## config.mk

```make
export PLATFORM = sky130hd
export DESIGN_NAME = fetch_unit_flat
export DESIGN_NICKNAME = d
export VERILOG_FILES = /design/src/rtl/fetch_if.sv /design/src/rtl/fetch_unit.sv /design/src/flat_wrapper.sv
export SDC_FILE = /design/constraint.sdc
export NUM_CORES = 1
export LEC_CHECK = 0
export ABC_AREA = 1
export ABC_CLOCK_PERIOD_IN_PS = 2400
export BUFFER_PORTS_ARGS = -buffer_cell sky130_fd_sc_hd__buf_2
export CORE_AREA = 8 8 137 139
export CTS_CLUSTER_SIZE = 30
export DETAILED_ROUTE_END_ITERATION = 10
export DIE_AREA = 0 0 145 147
export PLACE_DENSITY_LB_ADDON = 0.05
export SETUP_SLACK_MARGIN = 0.5
export SLEW_MARGIN = 20
export SYNTH_ARGS = -nofsm -noshare
export SYNTH_HDL_FRONTEND = slang
export SYNTH_SLANG_ARGS = --single-unit
```

## constraint.sdc

```tcl
create_clock -name clk -period 2.4 [get_ports clk]
set_clock_uncertainty 0.1 [all_clocks]
set_input_delay 0.12 -clock clk [delete_from_list [all_inputs] [get_ports clk]]
set_output_delay 0.12 -clock clk [all_outputs]
set_load 0.02 [all_outputs]
```

## src/rtl/fetch_if.sv

```systemverilog
// fetch_if: groups the program-memory read port and the decode-side
// instruction bundle handshake of the fetch unit.
//   master : the fetch unit (drives memory requests and the bundle)
//   slave  : the environment (program memory plus decode stage)
// Memory side : mem_addr, mem_rd (out); mem_rdata, mem_ack (in)
// Decode side : instruction, instruction_1, instruction_2, instr_pc,
//               instr_valid (out); instr_ready, redirect, redirect_offset (in)
`timescale 1ns/1ps
interface fetch_if;
    logic [15:0] mem_addr;
    logic        mem_rd;
    logic [15:0] mem_rdata;
    logic        mem_ack;
    logic [15:0] instruction;
    logic [15:0] instruction_1;
    logic [15:0] instruction_2;
    logic [15:0] instr_pc;
    logic        instr_valid;
    logic        instr_ready;
    logic        redirect;
    logic [9:0]  redirect_offset;

    modport master (
        output mem_addr, mem_rd, instruction, instruction_1, instruction_2,
               instr_pc, instr_valid,
        input  mem_rdata, mem_ack, instr_ready, redirect, redirect_offset
    );

    modport slave (
        input  mem_addr, mem_rd, instruction, instruction_1, instruction_2,
               instr_pc, instr_valid,
        output mem_rdata, mem_ack, instr_ready, redirect, redirect_offset
    );
endinterface

```

## src/rtl/fetch_unit.sv

```systemverilog
// fetch_unit: fetches one instruction bundle (opcode word plus up to two
// extension words) from a 16-bit program memory, one outstanding read at a
// time, and presents it to decode with a valid/ready handshake. Decode can
// redirect the fetch stream with a signed word offset relative to the
// accepted opcode.
// Ports:
//   clk  : system clock, rising edge
//   rst  : asynchronous active-high reset
//   bus  : fetch_if.master -- memory read port and decode bundle handshake
// Parameter:
//   RESET_PC : byte address of the first opcode fetched after reset
`timescale 1ns/1ps
module fetch_unit #(
    parameter logic [15:0] RESET_PC = 16'h0000
) (
    input  logic    clk,
    input  logic    rst,
    fetch_if.master bus
);

    typedef enum logic [2:0] {
        REQ_OP  = 3'd0,
        WAIT_OP = 3'd1,
        REQ_X1  = 3'd2,
        WAIT_X1 = 3'd3,
        REQ_X2  = 3'd4,
        WAIT_X2 = 3'd5,
        HOLD    = 3'd6
    } state_t;

    // Program words are 16-bit aligned, so the low address bit is forced clear.
    localparam logic [15:0] RESET_PC_ALIGNED = {RESET_PC[15:1], 1'b0};

    // Number of extension words that follow an opcode word.
    function automatic logic [1:0] ext_words(input logic [15:0] w);
        logic [1:0] n;
        n = 2'd0;
        if (w[15:12] >= 4'd4) begin
            // Double-operand: source extension, then destination extension.
            if ((w[5:4] == 2'b01) || ((w[5:4] == 2'b11) && (w[11:8] == 4'd0))) begin
                n = 2'd1;
            end else begin
                n = 2'd0;
            end
            if (w[7]) begin
                n = n + 2'd1;
            end else begin
                n = n;
            end
        end else if (w[15:12] == 4'd1) begin
            // Single-operand: at most one extension word.
            if ((w[5:4] == 2'b01) || ((w[5:4] == 2'b11) && (w[3:0] == 4'd0))) begin
                n = 2'd1;
            end else begin
                n = 2'd0;
            end
        end else begin
            n = 2'd0;
        end
        return n;
    endfunction

    state_t      state_r;
    logic [15:0] fetch_pc_r;
    logic [15:0] instruction_r;
    logic [15:0] instruction_1_r;
    logic [15:0] instruction_2_r;
    logic [15:0] instr_pc_r;
    logic [1:0]  ext_cnt_r;
    logic        mem_rd_r;
    logic        instr_valid_r;

    logic [1:0]  op_ext_s;
    logic [15:0] redirect_target_s;
    logic [15:0] pc_next_s;

    // Extension count of the word currently returning from memory.
    assign op_ext_s = ext_words(bus.mem_rdata);

    // Jump target: word after the opcode plus the sign-extended word offset.
    assign redirect_target_s = instr_pc_r + 16'd2
                             + {{5{bus.redirect_offset[9]}}, bus.redirect_offset, 1'b0};

    // Sequential advance by one word (wraps naturally at 16 bits).
    assign pc_next_s = fetch_pc_r + 16'd2;

    // mem_rd_r comes out of reset set because the FSM restarts in REQ_OP and
    // must request in the very first cycle after release; gating with rst
    // keeps the strobe low while reset is held.
    assign bus.mem_rd        = mem_rd_r & ~rst;
    assign bus.mem_addr      = fetch_pc_r;
    assign bus.instruction   = instruction_r;
    assign bus.instruction_1 = instruction_1_r;
    assign bus.instruction_2 = instruction_2_r;
    assign bus.instr_pc      = instr_pc_r;
    assign bus.instr_valid   = instr_valid_r;

    // Fetch FSM with registered memory strobe, bundle registers and valid.
    always_ff @(posedge clk or posedge rst) begin
        if (rst) begin
            state_r         <= REQ_OP;
            fetch_pc_r      <= RESET_PC_ALIGNED;
            instruction_r   <= 16'h0000;
            instruction_1_r <= 16'h0000;
            instruction_2_r <= 16'h0000;
            instr_pc_r      <= 16'h0000;
            ext_cnt_r       <= 2'd0;
            mem_rd_r        <= 1'b1;
            instr_valid_r   <= 1'b0;
        end else begin
            case (state_r)
                REQ_OP: begin
                    // New bundle starts: stale extensions cleared, pc captured.
                    instruction_1_r <= 16'h0000;
                    instruction_2_r <= 16'h0000;
                    instr_pc_r      <= fetch_pc_r;
                    mem_rd_r        <= 1'b0;
                    state_r         <= WAIT_OP;
                end
                WAIT_OP: begin
                    if (bus.mem_ack) begin
                        instruction_r <= bus.mem_rdata;
                        ext_cnt_r     <= op_ext_s;
                        fetch_pc_r    <= pc_next_s;
                        if (op_ext_s == 2'd0) begin
                            instr_valid_r <= 1'b1;
                            state_r       <= HOLD;
                        end else begin
                            mem_rd_r <= 1'b1;
                            state_r  <= REQ_X1;
                        end
                    end else begin
                        state_r <= WAIT_OP;
                    end
                end
                REQ_X1: begin
                    mem_rd_r <= 1'b0;
                    state_r  <= WAIT_X1;
                end
                WAIT_X1: begin
                    if (bus.mem_ack) begin
                        instruction_1_r <= bus.mem_rdata;
                        fetch_pc_r      <= pc_next_s;
                        if (ext_cnt_r == 2'd2) begin
                            mem_rd_r <= 1'b1;
                            state_r  <= REQ_X2;
                        end else begin
                            instr_valid_r <= 1'b1;
                            state_r       <= HOLD;
                        end
                    end else begin
                        state_r <= WAIT_X1;
                    end
                end
                REQ_X2: begin
                    mem_rd_r <= 1'b0;
                    state_r  <= WAIT_X2;
                end
                WAIT_X2: begin
                    if (bus.mem_ack) begin
                        instruction_2_r <= bus.mem_rdata;
                        fetch_pc_r      <= pc_next_s;
                        instr_valid_r   <= 1'b1;
                        state_r         <= HOLD;
                    end else begin
                        state_r <= WAIT_X2;
                    end
                end
                HOLD: begin
                    // Bundle stays frozen until decode takes it; redirect only
                    // matters in the accepting cycle.
                    if (bus.instr_ready) begin
                        instr_valid_r <= 1'b0;
                        mem_rd_r      <= 1'b1;
                        state_r       <= REQ_OP;
                        if (bus.redirect) begin
                            fetch_pc_r <= redirect_target_s;
                        end else begin
                            fetch_pc_r <= fetch_pc_r;
                        end
                    end else begin
                        state_r <= HOLD;
                    end
                end
                default: begin
                    // Unused encoding: restart a clean opcode fetch.
                    instr_valid_r <= 1'b0;
                    mem_rd_r      <= 1'b1;
                    state_r       <= REQ_OP;
                end
            endcase
        end
    end

endmodule

```

## src/flat_wrapper.sv

```systemverilog
// flat-port wrapper written by rule: the top's interface ports become plain ports
module fetch_unit_flat 
#(
    parameter logic [15:0] RESET_PC = 16'h0000
)
  (clk, rst, bus_mem_addr, bus_mem_rd, bus_instruction, bus_instruction_1, bus_instruction_2, bus_instr_pc, bus_instr_valid, bus_mem_rdata, bus_mem_ack, bus_instr_ready, bus_redirect, bus_redirect_offset);
  fetch_if bus_i ();
  input  logic clk;
  input  logic rst;
  output wire logic [$bits(bus_i.mem_addr)-1:0] bus_mem_addr;
  output wire logic [$bits(bus_i.mem_rd)-1:0] bus_mem_rd;
  output wire logic [$bits(bus_i.instruction)-1:0] bus_instruction;
  output wire logic [$bits(bus_i.instruction_1)-1:0] bus_instruction_1;
  output wire logic [$bits(bus_i.instruction_2)-1:0] bus_instruction_2;
  output wire logic [$bits(bus_i.instr_pc)-1:0] bus_instr_pc;
  output wire logic [$bits(bus_i.instr_valid)-1:0] bus_instr_valid;
  input wire logic [$bits(bus_i.mem_rdata)-1:0] bus_mem_rdata;
  input wire logic [$bits(bus_i.mem_ack)-1:0] bus_mem_ack;
  input wire logic [$bits(bus_i.instr_ready)-1:0] bus_instr_ready;
  input wire logic [$bits(bus_i.redirect)-1:0] bus_redirect;
  input wire logic [$bits(bus_i.redirect_offset)-1:0] bus_redirect_offset;
  assign bus_mem_addr = bus_i.mem_addr;
  assign bus_mem_rd = bus_i.mem_rd;
  assign bus_instruction = bus_i.instruction;
  assign bus_instruction_1 = bus_i.instruction_1;
  assign bus_instruction_2 = bus_i.instruction_2;
  assign bus_instr_pc = bus_i.instr_pc;
  assign bus_instr_valid = bus_i.instr_valid;
  assign bus_i.mem_rdata = bus_mem_rdata;
  assign bus_i.mem_ack = bus_mem_ack;
  assign bus_i.instr_ready = bus_instr_ready;
  assign bus_i.redirect = bus_redirect;
  assign bus_i.redirect_offset = bus_redirect_offset;
  fetch_unit #(.RESET_PC(RESET_PC)) u_core (.clk(clk), .rst(rst), .bus(bus_i));
endmodule
```

==> run metrics, run 1 <==
TritonRoute pass-1 iters 5; vias in the first global route just under 5k; Setup CP Type reg -> reg; clock-pin slew on the worst setup and hold paths around 0.070 ns; hold slack between 0.06 and 0.07 ns; estimated wirelength of the detail-placed design approximately 12000 um; CP endpoint kind flip-flop; maximum VDD drop around 0.00056 V; placed cells between 900 and 1k; Mapped Cells 651; crit start category flip-flop; Worst-Skew Late Latency around 0.35 ns; I/O pin total 113; status finished, final reports clean; GRT Total Usage 0.156; Die Wd roughly 150 um; critical path's top delay family adder cells; area of the multi-input gates approximately 0.0029 sq mm; Initial Util 0.300; period utilization 0.827; relative slew slack 0.505; fill count 1776; total power ~9.9 mW; drt total wl 16600 um; vias per std cell 4.71; 1st-iter DRT viols just under 300; post-synthesis net count between 700 and 800; Root Driver clkbuf_16; worst path cell trace ha_4 > ha_4 > fa_2 > buf_4 > xnor2_2 > nor2_1 > nor3_1 > a21oi_1; post-layout util 0.416; Syn Area/Cell between 7 and 8 sq um; Worst Tran Pin Value 0.741 ns; DR vias roughly 4.8k; DRC viols 0; CTS tree done; Min-Delay Path Class in -> reg; Diodes inserted 0; min Tclk post-route about 2 ns; Die ar. around 0.021 sq mm; routed length per instance 16.2 um; sequential cell area ~0.0022 sq mm; most used cell, CP ha_4; TritonCTS Buffers 9; Core Rows between 40 and 50; Buf+Inv Stages, Crit Path 1; Slowest cell on crit path dfrtp_2; Netlist cell types 34; Num Clock Sinks 87; pre-CTS setup slack 0.226 ns; nets@finish approximately 860; Final setup viols 0; Power per Cell Area ~1400 mW/mm^2; # port buffers about 110; Slew Viols, Final 0; critical path fanouts, max 2; Core Box Area 0.0168 sq mm; Layout area overhead 38.7%; max-cap violations 0; Leakage approximately 3.5 nW; largest net degree at the start of global routing 33; highest clock rate 504 MHz; Cell Area, Synth approximately 0.0050 sq mm; unrepaired setup endpoints after global routing true; Worst EP required roughly 2.5 ns; Layout Cell Area excl Fill around 0.0070 sq mm; Bufs on Longest Clock Path 2; first-pass GRT wire length between 20000 and 30000 um; Data arrival, critical path ~2.1 ns; Routed Antenna Nets 0; chip height between 100 and 150 um; CP peak stage delay ~0.42 ns; grt ovf 0; non-filler cells, final approximately 1k; H-tree lvl count 3; Final GP Congestion slightly below 0.9; Hold Fails Final Rpt 0; Yosys reg bits between 80 and 90; Seq/Total Area, Yosys 0.433; setup_tns 0 ns; Setup WS post-layout roughly 0.42 ns; fraction of layout cells with a size suffix above 1 0.317; initial antenna violation count 0; yosys warns 0; Post-DP Area around 0.006 sq mm
-- cell usage after synthesis --
| library cell | count | share of area |
|---|---|---|
| nor3_1 | 4 | 0.0040 |
| xnor2_1 | 3 | 0.0052 |
| nand2_4 | 2 | 0.0045 |
| nor2_4 | 1 | 0.0022 |
| buf_6 | 3 | 0.0067 |
| nor4_1 | 1 | 0.0012 |
| nor2_2 | 1 | 0.0012 |
| or2_2 | 1 | 0.0012 |
| o2111ai_1 | 1 | 0.0017 |
| o21ai_0 | 56 | 0.056 |
| clkbuf_1 | 6 | 0.0045 |
| nand2_1 | 165 | 0.12 |
| nand4_1 | 8 | 0.0099 |
| buf_2 | 12 | 0.012 |
| nand3b_1 | 4 | 0.0060 |
| a31oi_1 | 4 | 0.0050 |
| a21boi_0 | 1 | 0.0015 |
| dfrtp_1 | 86 | 0.43 |
| nor2_1 | 43 | 0.032 |
| a21oi_1 | 23 | 0.023 |
| a21oi_4 | 1 | 0.0032 |
| nor3_4 | 1 | 0.0032 |
| nand2_2 | 1 | 0.0012 |
| nand3_1 | 84 | 0.084 |
| inv_1 | 89 | 0.066 |
| fa_1 | 1 | 0.0040 |
| dfstp_2 | 1 | 0.0052 |
| xor2_1 | 2 | 0.0035 |
| ha_1 | 29 | 0.072 |
| mux2_2 | 9 | 0.020 |
| o21ai_1 | 4 | 0.0040 |
| inv_2 | 2 | 0.0015 |
| inv_4 | 1 | 0.0012 |
| a22oi_2 | 1 | 0.0025 |
-- flip-flops by register name, summed over array words and instances (netlist names) --
signal,cells
u_core.bus.instr_pc,16
u_core.bus.instruction,16
u_core.bus.instruction_1,16
u_core.bus.instruction_2,16
u_core.bus.mem_addr,16
u_core.state_r,3
u_core.ext_cnt_r,2
u_core.bus.instr_valid,1
u_core.mem_rd_r,1
-- where the power goes --
part | internal (mW) | total (mW) | switching [mW]
logic | 2.24 | 5.76 | 3.52
registers | 2.11 | 2.64 | 0.531
clock network | 0.831 | 1.52 | 0.685
-- repair_timing --
item / CTS / global route
endpoints found under the hold margin: 65 / 0
pin swaps: 12 / 13
cloned: 0 / 1
resized for setup: 43 / 31
hold buffers: 17 / 0
setup endpoints to repair: 44 / 38
buffers inserted: 7 / 7
-- layout make-up --
class	count	area share
clock buffers	9	0.0323
clock inverters	7	0.0120
inverters	92	0.0513
multi-input cells	452	0.414
flip-flops and latches	87	0.313
well taps	225	0.0403
repair buffers	152	0.137
-- metal layers --
metal  global-route usage  vias up  wire length (um)
met1                0.208     2288              8020
met4               0.0573        0               294
li1                     -     2403                 -
met5                    0        -                 0
met2                0.243      115              7450
met3               0.0348       18               864
-- final timing paths --
kind | from | end | slack, ns | cells after the start
max in group asynchronous | rst | u_core.bus.instr_pc[5] | 1.23 | 4
min in group asynchronous | rst | u_core.bus.instr_valid | 0.35 | 3
max | u_core.bus.instr_pc[2] | u_core.bus.mem_addr[4] | 0.42 | 8
min | bus_instr_ready | u_core.state_r[2] | 0.06 | 4
min reg2reg | u_core.bus.instr_valid | u_core.bus.instr_valid | 0.37 | 2
max reg2reg | u_core.bus.instr_pc[2] | u_core.bus.mem_addr[4] | 0.42 | 8
-- tightest hold or removal path, cell delays in order --
cell and delay, ns:
buf_2 0.09, inv_1 0.04, nand2_1 0.11, nand4_1 0.10
-- placed cells by master (no fill, tap or decap), types with 5 or more instances in the layout --
cell / n
mux2_2: 9
inv_6: 5
a21oi_2: 5
inv_1: 83
buf_4: 19
a21oi_1: 18
nand4_1: 8
dfrtp_1: 79
dlygate4sd3_1: 17
inv_2: 6
nor2_1: 37
nor2_2: 7
o21ai_0: 55
clkbuf_16: 9
buf_2: 112
nand2_1: 147
nand3_2: 6
nand3_1: 76
nand2_2: 18
dfrtp_2: 7
ha_4: 25
-- cells by family after synthesis --
| family | share of synthesized area |
|---|---|
| xor+xnor | 0.00870 |
| fa+ha+maj | 0.0761 |
| buf+inv | 0.0922 |
| flops | 0.433 |
| mux | 0.0201 |
| compound gates | 0.0965 |
| simple gates | 0.273 |
(Power assumes the default switching activity.)
==> run 2: changes to the inputs <==
--- a/config.mk
+++ b/config.mk
@@ -5,13 +5,13 @@
 export SDC_FILE = /design/constraint.sdc
 export NUM_CORES = 1
 export LEC_CHECK = 0
-export ABC_AREA = 1
-export ABC_CLOCK_PERIOD_IN_PS = 2400
+export ABC_AREA = 0
+export ABC_CLOCK_PERIOD_IN_PS = 1900
 export BUFFER_PORTS_ARGS = -buffer_cell sky130_fd_sc_hd__buf_2
-export CORE_AREA = 8 8 137 139
+export CORE_AREA = 8 8 132 134
 export CTS_CLUSTER_SIZE = 30
 export DETAILED_ROUTE_END_ITERATION = 10
-export DIE_AREA = 0 0 145 147
+export DIE_AREA = 0 0 140 142
 export PLACE_DENSITY_LB_ADDON = 0.05
 export SETUP_SLACK_MARGIN = 0.5
 export SLEW_MARGIN = 20
==> constraint.sdc (replaced) <==
create_clock -name clk -period 1.9 [get_ports clk]
set_clock_uncertainty 0.1 [all_clocks]
set_input_delay 0.095 -clock clk [delete_from_list [all_inputs] [get_ports clk]]
set_output_delay 0.095 -clock clk [all_outputs]
set_load 0.02 [all_outputs]
==> run 2 against run 1 <==
The flow now finishes with violations (setup timing); power rose by 48%; clock power rose by 23%; via count fell by 2.8%; cell area rose by 15%; critical path depth rose by 1; global-route usage rose by 1.8 points; sequential power rose by 26%; combinational power rose by 65%; utilization rose by 10 points; setup slack got worse by 1.1 ns; worst hold slack got worse by 0.018 ns; sequential share of layout area fell by 4.0 points.
==> run metrics, run 2 <==
status finished, violations left (was finished, final reports clean); failing checks setup timing; Syn Area/Cell 9.82 sq um (was 7.73 sq um); crit start category flip-flop (unchanged); grt peak-use layer met2 (unchanged); most used cell, CP ha_4 (unchanged); Final setup viols 11 (was 0); DRC viols 0 (unchanged); Mapped Cells 475 (was 651); Netlist cell types 61 (was 34); routed length per instance 18.8 um (was 16.2 um); grt ovf 0 (unchanged); Slew Viols, Final 0 (unchanged); vias in the first global route 5005 (was 4928); Core Box Area 0.0154 sq mm (was 0.0168 sq mm); Layout area overhead 72.0% (was 38.7%); Yosys reg bits 87 (unchanged); Die Wd 140 um (was 145 um); 1st-iter DRT viols 208 (was 297); pre-CTS setup slack -0.737 ns (was 0.226 ns); Root Driver clkbuf_16 (unchanged); initial antenna violation count 0 (unchanged); CP peak stage delay 0.42 ns (about the same); relative slew slack 0.636 (was 0.505); period utilization 1.35 (was 0.827); Power per Cell Area 1830 mW/mm^2 (was 1420 mW/mm^2); DR vias 4691 (was 4824); adder-cell share of the synthesized area 0.0821 (was 0.0761); Initial Util 0.302 (was 0.300); launch point of the worst path u_core.bus.instr_pc[2] (unchanged); min Tclk post-route 2.56 ns (was 1.98 ns); Min-Delay Path Class in -> reg (unchanged); Post-Synth Simple-Gate Area 0.161 (was 0.273); max-cap violations 0 (unchanged); Setup WS post-layout -0.665 ns (was 0.416 ns); Hold Fails Final Rpt 0 (unchanged); # port buffers 112 (unchanged); Leakage 3.78 nW (was 3.49 nW); non-filler cells, final 919 (was 1024); yosys warns 0 (unchanged); drt total wl 17200 um (was 16600 um); chip height 142 um (was 147 um); Final GP Congestion 0.788 (was 0.878); global-route met1 utilization 0.225 (was 0.208); Die ar. 0.0199 sq mm (was 0.0213 sq mm); most frequent cells in the layout buf_2, dfrtp_1, buf_4 (was nand2_1, buf_2, inv_1); placed cells 834 (was 976); Worst-Skew Late Latency 0.34 ns (was 0.35 ns); Data arrival, critical path 2.68 ns (was 2.11 ns); multiplexer share of the synthesized area 0.0748 (was 0.0201); TritonRoute pass-1 iters 5 (unchanged); Worst Tran Pin Value 0.545 ns (was 0.741 ns); TritonCTS Buffers 9 (unchanged); Diodes inserted 0 (unchanged); critical path fanouts, max 3 (was 2); Num Clock Sinks 87 (unchanged); M2 GR Usage 0.292 (was 0.243); worst path cell trace ha_4 > ha_4 > fa_2 > a211oi_2 > nor2_2 > o41a_1 > a41oi_2 > xor2_1 > o221ai_1 (was ha_4 > ha_4 > fa_2 > buf_4 > xnor2_2 > nor2_1 > nor3_1 > a21oi_1); clock-pin slew on the worst setup and hold paths 0.07 ns (about the same); EDFF count, synth 0 (unchanged); Reg-to-Reg Start u_core.bus.instr_pc[2] (unchanged); reg-to-reg setup timing slack -0.66 ns (was 0.42 ns); Worst EP required 2.02 ns (was 2.53 ns); Cell Area, Synth 0.00466 sq mm (was 0.00503 sq mm); fraction of layout cells with a size suffix above 1 0.568 (was 0.317); unrepaired setup endpoints after global routing true (unchanged); most common cell after layout, fill and taps aside buf_2 (was nand2_1); top cell type's share of synthesized area 0.461 (was 0.428); synth cell count leaders dfrtp_1, nand2_1, o21ai_0 (was nand2_1, inv_1, dfrtp_1); H-tree lvl count 3 (unchanged); GRT Total Usage 0.174 (was 0.156); most area-consuming cells after synthesis dfrtp_1, ha_1, mux2_2, nand2_1, o21ai_0 (was dfrtp_1, nand2_1, nand3_1, ha_1, inv_1); Synth Flop Type dfrtp_1 (unchanged); Seq/Total Area, Yosys 0.467 (was 0.433); fill count 1420 (was 1776); Setup CP Type reg -> reg (unchanged); Bufs on Longest Clock Path 2 (unchanged); maximum VDD drop 0.000689 V (was 0.000562 V); Slowest cell on crit path dfrtp_2 (unchanged); Hold Startpoint bus_mem_rdata[10] (was bus_instr_ready); I/O pin total 113 (unchanged); asr flop ratio synth 1.00 (unchanged); Post-Synth XOR/XNOR Area 0.0188 (was 0.00870); post-synthesis net count 536 (was 712); Hold Path Stages 4 (unchanged); vias per std cell 5.10 (was 4.71); leading area contributor after synthesis dfrtp_1 (unchanged); R2R cell count 9 (was 8); hold endpoint u_core.bus.instruction_1[10] (was u_core.state_r[2]); highest clock rate 390 MHz (was 504 MHz); CP endpoint kind flip-flop (unchanged); largest net degree at the start of global routing 88 (was 33); CTS tree done (unchanged); post-synthesis compound-gate area fraction 0.162 (was 0.0965); estimated wirelength of the detail-placed design 10500 um (was 12100 um); nets@finish 784 (was 855); Routed Antenna Nets 0 (unchanged); largest family of logic cells by synthesized area compound AO/OA/AOI/OAI gates (was simple AND/OR/NAND/NOR gates); hold slack 0.0440 ns (was 0.0625 ns); post-layout util 0.520 (was 0.416); first-pass GRT wire length 27200 um (was 26800 um); RR Endpoint u_core.bus.mem_addr[12] (was u_core.bus.mem_addr[4]); grt met3 use 0.0278 (was 0.0348); Core Rows 46 (was 48)
[run 2: worst max-delay path: cells and delay by family, from the launching register on]
family          cells  cell delay, ns
fa+ha+maj           3            0.75
flops               1            0.42
simple gates        1            0.07
compound gates      4            0.90
xor+xnor            1            0.18
[run 2: how the worst max path moves through the flow]
| stage | to | depth (start not counted) |
|---|---|---|
| after CTS | u_core.bus.mem_addr[14] | 9 |
| after global placement | u_core.bus.mem_addr[14] | 11 |
| after floorplan | u_core.bus.mem_addr[14] | 9 |
| final | u_core.bus.mem_addr[12] | 9 |
| after detailed placement | u_core.bus.mem_addr[14] | 11 |
| after global routing | u_core.bus.mem_addr[14] | 11 |
[run 2: power by group]
| group | internal, mW | leakage [nW] | total, mW | switching, mW |
|---|---|---|---|---|
| logic | 4.69 | 2.54 | 9.51 | 4.82 |
| registers | 2.67 | 1.09 | 3.32 | 0.642 |
| clock network | 1.04 | 0.147 | 1.87 | 0.837 |
| total | 8.40 | 3.78 | 14.7 | 6.30 |
[run 2: metrics by stage]
stage	cell area (sq um)	power, mW	TNS [ns]
global placement	6320	10.3	-4.41
finish	8020	14.7	-4.59
floorplan	5090	7.84	-2.92
CTS	7640	14.1	-4.76
detailed placement	6320	10.4	-4.70
global route	8020	15.6	-5.98
[run 2: per-layer routing]
| metal | wire length [um] | vias up |
|---|---|---|
| met3 | 686 | 14 |
| met1 | 8010 | 2354 |
| met5 | 0 | - |
| met4 | 252 | 0 |
| met2 | 8290 | 108 |
| li1 | - | 2215 |
[run 2: repair_timing]
| item | 4_1_cts | 5_1_grt |
|---|---|---|
| pin swaps | 61 | 35 |
| endpoints found under the setup margin | 84 | 86 |
| hold endpoints to repair | 124 | 2 |
| hold buffers | 15 | 2 |
| setup buffers | 30 | 12 |
| gates cloned | 10 | 1 |
| resized for setup | 110 | 59 |
[run 2: final cells by class]
cell class	count	area (sq um)	area share
clock buffers	9	225	0.0281
clock inverters	6	73.8	0.00920
inverters	13	57.6	0.00717
multi-input cells	355	3090	0.385
flip-flops and latches	87	2190	0.273
well taps	192	240	0.0299
repair buffers	257	2150	0.267
[run 2: kinds of logic after synthesis]
kind of cell    count (synthesis)
xor+xnor                       10
mux                            31
compound gates                122
fa+ha+maj                      30
buf+inv                        35
flops                          87
simple gates                  160
